$ cat src/rtl/vmicro16_apb_pkg.sv
// Shared APB definitions for the vmicro16 bridge and interconnect decode.
// The timeout feature is enabled by defining APB_MASTER_TIMEOUT_EN.
package vmicro16_apb_pkg;

  typedef enum logic [1:0] {
    APB_M_IDLE   = 2'b00,
    APB_M_SETUP  = 2'b01,
    APB_M_ACCESS = 2'b10
  } apb_m_state_t;

  localparam int APB_M_TIMEOUT_DEFAULT = 255;
  localparam int APB_M_WAIT_CNT_W      = 16;

  // Peripheral window decoded by the interconnect; kept here so both sides agree.
  localparam logic [15:0] APB_PERIPH_BASE = 16'h0080;
  localparam logic [15:0] APB_PERIPH_LAST = 16'h00FF;

  function automatic logic apb_addr_in_window(input logic [15:0] addr);
    return (addr >= APB_PERIPH_BASE) && (addr <= APB_PERIPH_LAST);
  endfunction

endpackage

$ cat src/rtl/apb_master_timeout.sv
// ACCESS-phase wait counter; flags expiry when the limit is reached with PREADY low.
// Only instantiated when APB_MASTER_TIMEOUT_EN is defined.
module apb_master_timeout
  import vmicro16_apb_pkg::*;
#(
  parameter int TIMEOUT_CYCLES = APB_M_TIMEOUT_DEFAULT,
  parameter int CNT_W          = APB_M_WAIT_CNT_W
) (
  input  logic clk,
  input  logic reset,
  input  logic in_access,
  input  logic pready,
  output logic expired
);

  localparam logic [CNT_W-1:0] LIMIT = CNT_W'(TIMEOUT_CYCLES);

  logic [CNT_W-1:0] wait_cnt;

  // SETUP always precedes ACCESS, so clearing outside ACCESS clears on entry.
  always_ff @(posedge clk or negedge reset) begin
    if (!reset) begin
      wait_cnt <= '0;
    end else if (!in_access) begin
      wait_cnt <= '0;
    end else if (!pready) begin
      wait_cnt <= wait_cnt + CNT_W'(1);
    end
  end

  assign expired = in_access && !pready && (wait_cnt == LIMIT);

endmodule

$ cat src/rtl/apb_master_bridge.sv
// Core load/store to APB3 master bridge (SETUP then ACCESS, wait states on PREADY).
// Optional ACCESS timeout/abort is compiled in with APB_MASTER_TIMEOUT_EN.
//
// state        | meaning
// APB_M_IDLE   | bus released, waiting for a new core request
// APB_M_SETUP  | PSEL high, PENABLE low, one cycle
// APB_M_ACCESS | PSEL and PENABLE high, waiting for PREADY
module apb_master_bridge
  import vmicro16_apb_pkg::*;
#(
  parameter int BUS_WIDTH      = 16,
  parameter int TIMEOUT_CYCLES = APB_M_TIMEOUT_DEFAULT
) (
  input  logic                 clk,
  input  logic                 reset,
  input  logic                 req,
  input  logic                 req_we,
  input  logic [BUS_WIDTH-1:0] req_addr,
  input  logic [BUS_WIDTH-1:0] req_wdata,
  output logic [BUS_WIDTH-1:0] rdata,
  output logic                 done,
  output logic                 err,
  output logic                 busy,
  output logic [BUS_WIDTH-1:0] M_PADDR,
  output logic                 M_PWRITE,
  output logic                 M_PSELx,
  output logic                 M_PENABLE,
  output logic [BUS_WIDTH-1:0] M_PWDATA,
  input  logic [BUS_WIDTH-1:0] M_PRDATA,
  input  logic                 M_PREADY
);

  apb_m_state_t state, state_nxt;
  logic         accept;
  logic         in_access;
  logic         complete;
  logic         abort;

  // A request still held in the done cycle belongs to the finished transfer.
  assign accept    = req && !done;
  assign in_access = (state == APB_M_ACCESS);
  assign complete  = in_access && M_PREADY;

`ifdef APB_MASTER_TIMEOUT_EN
  apb_master_timeout #(
    .TIMEOUT_CYCLES (TIMEOUT_CYCLES),
    .CNT_W          (APB_M_WAIT_CNT_W)
  ) u_timeout (
    .clk       (clk),
    .reset     (reset),
    .in_access (in_access),
    .pready    (M_PREADY),
    .expired   (abort)
  );

  always_ff @(posedge clk or negedge reset) begin
    if (!reset) begin
      err <= 1'b0;
    end else begin
      err <= abort;
    end
  end
`else
  localparam int timeout_cycles_unused = TIMEOUT_CYCLES;

  assign abort = 1'b0;
  assign err   = 1'b0;
`endif

  always_ff @(posedge clk or negedge reset) begin
    if (!reset) begin
      state <= APB_M_IDLE;
    end else begin
      state <= state_nxt;
    end
  end

  always_comb begin
    state_nxt = state;
    case (state)
      APB_M_IDLE: begin
        if (accept) begin
          state_nxt = APB_M_SETUP;
        end
      end
      APB_M_SETUP: begin
        state_nxt = APB_M_ACCESS;
      end
      APB_M_ACCESS: begin
        if (complete || abort) begin
          state_nxt = APB_M_IDLE;
        end
      end
      default: begin
        state_nxt = APB_M_IDLE;
      end
    endcase
  end

  // Decoded straight from the state register so reset drops the bus without a clock.
  always_comb begin
    M_PSELx   = 1'b0;
    M_PENABLE = 1'b0;
    busy      = 1'b0;
    case (state)
      APB_M_SETUP: begin
        M_PSELx = 1'b1;
        busy    = 1'b1;
      end
      APB_M_ACCESS: begin
        M_PSELx   = 1'b1;
        M_PENABLE = 1'b1;
        busy      = 1'b1;
      end
      default: begin
        M_PSELx   = 1'b0;
        M_PENABLE = 1'b0;
        busy      = 1'b0;
      end
    endcase
  end

  always_ff @(posedge clk or negedge reset) begin
    if (!reset) begin
      M_PADDR  <= '0;
      M_PWDATA <= '0;
      M_PWRITE <= 1'b0;
      rdata    <= '0;
      done     <= 1'b0;
    end else begin
      done <= complete || abort;
      if ((state == APB_M_IDLE) && accept) begin
        M_PADDR  <= req_addr;
        M_PWDATA <= req_wdata;
        M_PWRITE <= req_we;
      end
      if (complete && !M_PWRITE) begin
        rdata <= M_PRDATA;
      end
    end
  end

endmodule
$ cat config.mk
export PLATFORM = sky130hd
export DESIGN_NAME = apb_master_bridge
export DESIGN_NICKNAME = d
export VERILOG_FILES = /design/src/rtl/vmicro16_apb_pkg.sv /design/src/rtl/apb_master_timeout.sv /design/src/rtl/apb_master_bridge.sv
export SDC_FILE = /design/constraint.sdc
export NUM_CORES = 1
export LEC_CHECK = 0
export BUFFER_PORTS_ARGS = -buffer_cell sky130_fd_sc_hd__buf_2
export CAP_MARGIN = 20
export CORE_MARGIN = 1.5
export CORE_UTILIZATION = 35
export DETAILED_ROUTE_END_ITERATION = 8
export GPL_TIMING_DRIVEN = 0
export PLACE_DENSITY = 0.7
export SLEW_MARGIN = 20
export SYNTH_ARGS = -nofsm -noshare
export SYNTH_HDL_FRONTEND = slang
export SYNTH_SLANG_ARGS = --single-unit
$ cat constraint.sdc
create_clock -name clk -period 1.5 [get_ports clk]
set_clock_uncertainty 0.05 [all_clocks]
set_input_delay 0.15 -clock clk [delete_from_list [all_inputs] [get_ports clk]]
set_output_delay 0.15 -clock clk [all_outputs]
set_load 0.03 [all_outputs]
# [Word level (Yosys, flattened, before mapping)]
# Index checks and enable logic that the tools add are counted.
[totals] latch_bits=0 elab_cells=24 romBits=0 regBits=52 ramBits=0 mem_count=0
[op_classes] shift=0 eq_ne=4 mul=0 n_mux=5 addsub=0 n_lt_le_gt_ge=0 n_reduce_logical=9 bitwise=0 div=0
[ops] op="2-bit one-hot mux with 3 select lines" n=1
[ops] op="1-bit logical AND" n=4
[ops] op="2-bit two-way mux" n=2
[ops] op="2-bit by 1-bit equality test with 1-bit output (second input constant)" n=1
[ops] op="2-bit equality test (second input constant)" n=1
[ops] op="1-bit zero test" n=2
[ops] op="2-bit zero test" n=1
[ops] op="1-bit two-way mux" n=2
[ops] op="2-bit by 1-bit != test with 1-bit output (second input constant)" n=1
[ops] op="2-bit != test (second input constant)" n=1
[ops] op="2-bit AND reduction" n=1
[ops] op="2-bit OR reduction" n=1

# [Depth between registers and ports, before layout]
[logic_depth] ltp_word=4 mapped_depth=7 mapped_depth_nobuf=5

# [Least setup slack after synthesis]
# No wires, ideal clock.
[synth_path] path_kind="flip-flop to flip-flop" startpoint="register state[0]" endpoint="register rdata[0]" arrival_time_ns=1.605 t_required_ns=1.325 path_slack_ns=-0.280 stages_incl_launch_ff=8 period_less_slack_ns=1.780 path_cell_list="dfrtp_1 > inv_1 > ha_1 > and2_4 > nand2b_2 > buf_6 > buf_12 > mux2_4"
[synth_via] elab_chain_len=3
[synth_lines] item="start, declared" line="apb_master_bridge.sv:33" source="apb_m_state_t state, state_nxt;"
[synth_lines] item="start signal, assigned" line="apb_master_bridge.sv:74" source="state <= state_nxt;"
[synth_lines] item="2-bit equality test" line="apb_master_bridge.sv:41" source="assign in_access = (state == APB_M_ACCESS);"
[synth_lines] item="1-bit logical AND" line="apb_master_bridge.sv:42" source="assign complete = in_access && M_PREADY;"
[synth_lines] item="net complete" line="apb_master_bridge.sv:36" source="logic complete;"
[synth_lines] item="1-bit logical AND" line="apb_master_bridge.sv:137" source="if (complete && !M_PWRITE) begin"
[synth_lines] item="end signal, assigned" line="apb_master_bridge.sv:128" source="rdata <= '0;"
[synth_lines] item="end signal, assigned" line="apb_master_bridge.sv:138" source="rdata <= M_PRDATA;"
[synth_lines] item="end, declared" line="apb_master_bridge.sv:20" source="output logic [BUS_WIDTH-1:0] rdata,"
# The timed path passes the listed nets, and every way through them passes these cells.
# A chain may end at the register's enable or synchronous reset.

# [Final worst setup path]
[layout_path] startpoint="register state[0]" endpoint="register rdata[14]"
# The elaborated chain is that of the path after synthesis.

==> flow_metrics.env <==
export IMPL_holdCritPathClass="in2reg"
export IMPL_start_kind="register"
export IMPL_h_tree_depth=2
export IMPL_finalMaxSlewViolations=0
export IMPL_io_buffer_count=105
export IMPL_cts_num_sinks=52
export IMPL_tightest_slew_ns=0.634
export IMPL_path_max_fanout=5
export IMPL_violations="negative setup slack"
export IMPL_avgSynthCellArea_um2=16.9
export IMPL_synth_seq_cells=52
export IMPL_status="finished with violations"
export IMPL_final_cell_mix="buf_2, dfrtp_1, mux2_2"
export IMPL_slew_headroom_pct=57.7
export IMPL_grt_pass1_wl_mm=6.82
export IMPL_dpl_hpwl_mm=3.22
export IMPL_viasPerCell=4.47
export IMPL_die_w_um=80.1
export IMPL_area_delta_synth_final_pct=46.2
export IMPL_endpoint_kind="register"
export IMPL_drive_gt1_share_pct=77.0
export IMPL_synth_largest_area_cell="dfrtp_1"
export IMPL_start_util_pct=37.1
export IMPL_grt_pass1_vias=1444
export IMPL_fin_nets=303
export IMPL_drt_pass1_iter_count=4
export IMPL_syn_area_mm2=0.00208
export IMPL_synth_area_leaders="dfrtp_1, mux2_2, mux2_4"
export IMPL_diodes=0
export IMPL_cts_buffers=5
export IMPL_ios=107
export IMPL_drt_iter0_drc=34
export IMPL_ir_worst_vdd_mv=1.05
export IMPL_seq_area_frac_synth_pct=62.5
export IMPL_fin_util_pct=54.3
export IMPL_yosys_area_top_type_share_pct=62.5
export IMPL_antenna_found_initial=0
export IMPL_finalSetupViolCount=14
export IMPL_power_density_mw_per_mm2=2440
export IMPL_hold_viol_final=0
export IMPL_final_common_cell="buf_2"
export IMPL_die_h_um=80.1
export IMPL_core_mm2=0.00561
export IMPL_clk_latency_ns=0.29
export IMPL_worst_ep_arrival_time_ns=1.66
export IMPL_required_ns=1.64
export IMPL_ys_types=18
export IMPL_cts_root_buf="clkbuf_8"
export IMPL_drc=0
export IMPL_cts_tree="built"
export IMPL_dieArea_mm2=0.00642
export IMPL_clk_path_buf_depth=2
export IMPL_row_count=27
export IMPL_vias=1429
export IMPL_synthCells=123
export IMPL_syn_num_nets=179
export IMPL_grt_total_usage_pct=13.9
export IMPL_leakage_nw=1.59
export IMPL_pre_cts_slack_ns=-0.211
export IMPL_post_route_min_period_ns=1.52
export IMPL_overflow=0
export IMPL_gp_congestion=0.748
export IMPL_min_period_over_period_pct=101
export IMPL_fmax_ghz=0.660
export IMPL_clk_pin_slew_worst_paths_ns=0.09
export IMPL_ys_warn_count=0
export IMPL_critPathKind="reg2reg"
export IMPL_maxCapViolations=0
export IMPL_grt_max_degree=53
export IMPL_antenna_left=0
export IMPL_routed_wl_mm=4.50
export IMPL_rsz0062_at_grt="yes"
export IMPL_wl_per_cell_um=14.1
export IMPL_worst_slack_ns=-0.0160
final cells by class:
type                            instances  area, um^2
Clock inverter                          3        18.8
Clock buffer                            5        68.8
Tap cell                               72        90.1
Timing Repair Buffer                  119         733
Fill cell                             497        2560
Inverter                                2        7.51
Buffer                                  5        77.6
Sequential cell                        52        1300
Multi-Input combinational cell         62         746
synth_stat cells:
master	number
a21oi_1	1
and2_4	1
and2b_2	1
buf_12	1
buf_2	3
buf_4	2
buf_6	1
conb_1	1
dfrtp_1	52
ha_1	3
inv_1	2
mux2_2	40
mux2_4	10
nand2b_1	1
nand2b_2	1
nand3b_4	1
o21a_1	1
o21ai_0	1
flip-flops by register name (all words and copies together) (netlist names):
signal	cells
rdata	16
state	2
done	1
M_PADDR	16
M_PWDATA	16
M_PWRITE	1
power breakdown:
group	total [mW]	switching, mW	internal [mW]
sequential	2.43	0.330	2.10
clock	0.767	0.441	0.326
combinational	4.21	2.39	1.82
worst max-delay path, stage by stage, from the launching register on:
cell	delay, ns
dfrtp_1	0.39
inv_2	0.11
ha_4	0.14
and2_4	0.15
nand2b_4	0.09
clkbuf_16	0.17
mux2_4	0.29
cells by family after synthesis:
| group | synth area share [%] |
|---|---|
| flops | 62.5 |
| mux | 28.8 |
| buf+inv | 3.31 |
| simple gates | 2.52 |
| compound gates | 0.841 |
| fa+ha+maj | 1.80 |
| other cells | 0.180 |
metrics by stage:
stage / hold slack, ns / area (um^2) / instances / power [mW] / TNS, ns
after global routing: 0.00398 / 3040 / 320 / 7.83 / -1.97
after CTS: 0.0145 / 3010 / 318 / 7.46 / -1.99
after detailed placement: 0.165 / 2710 / 300 / 6.21 / -6.03
after floorplan: -0.196 / 2090 / 123 / 5.16 / -0.939
final: 0.0265 / 3040 / 320 / 7.41 / -0.107
after global placement: 0.331 / 2710 / 300 / 6.13 / -4.64
layer usage:
metal | vias up | track usage, % | part of all wire (%)
met2 | 68 | 24.4 | 51
li1 | 666 | - | -
met3 | 4 | 3.64 | 7.6
met1 | 691 | 15.6 | 41
met4 | 0 | 6.21 | 1.1
met5 | - | 0 | 0
repair_timing:
action / 4_1_cts / 5_1_grt
hold endpoints to repair: 52 / 0
pin swaps: 0 / 2
setup endpoints to repair: 42 / 49
gates resized for setup: 17 / 3
hold buffers: 1 / 0
setup buffers: 7 / 3
cloned: 2 / 1
path summary, 6_finish.rpt:
kind	from	endpoint	slack, ns	cells past startpoint
max	state[0]	rdata[14]	-0.02	6
min	M_PRDATA[2]	rdata[2]	0.03	2
max reg2reg	state[0]	rdata[14]	-0.02	6
min reg2reg	M_PWDATA[14]	M_PWDATA[14]	0.45	1
max in group asynchronous	reset	state[1]	0.56	2
min in group asynchronous	reset	rdata[2]	0.38	2
(Power assumes the default switching activity.)
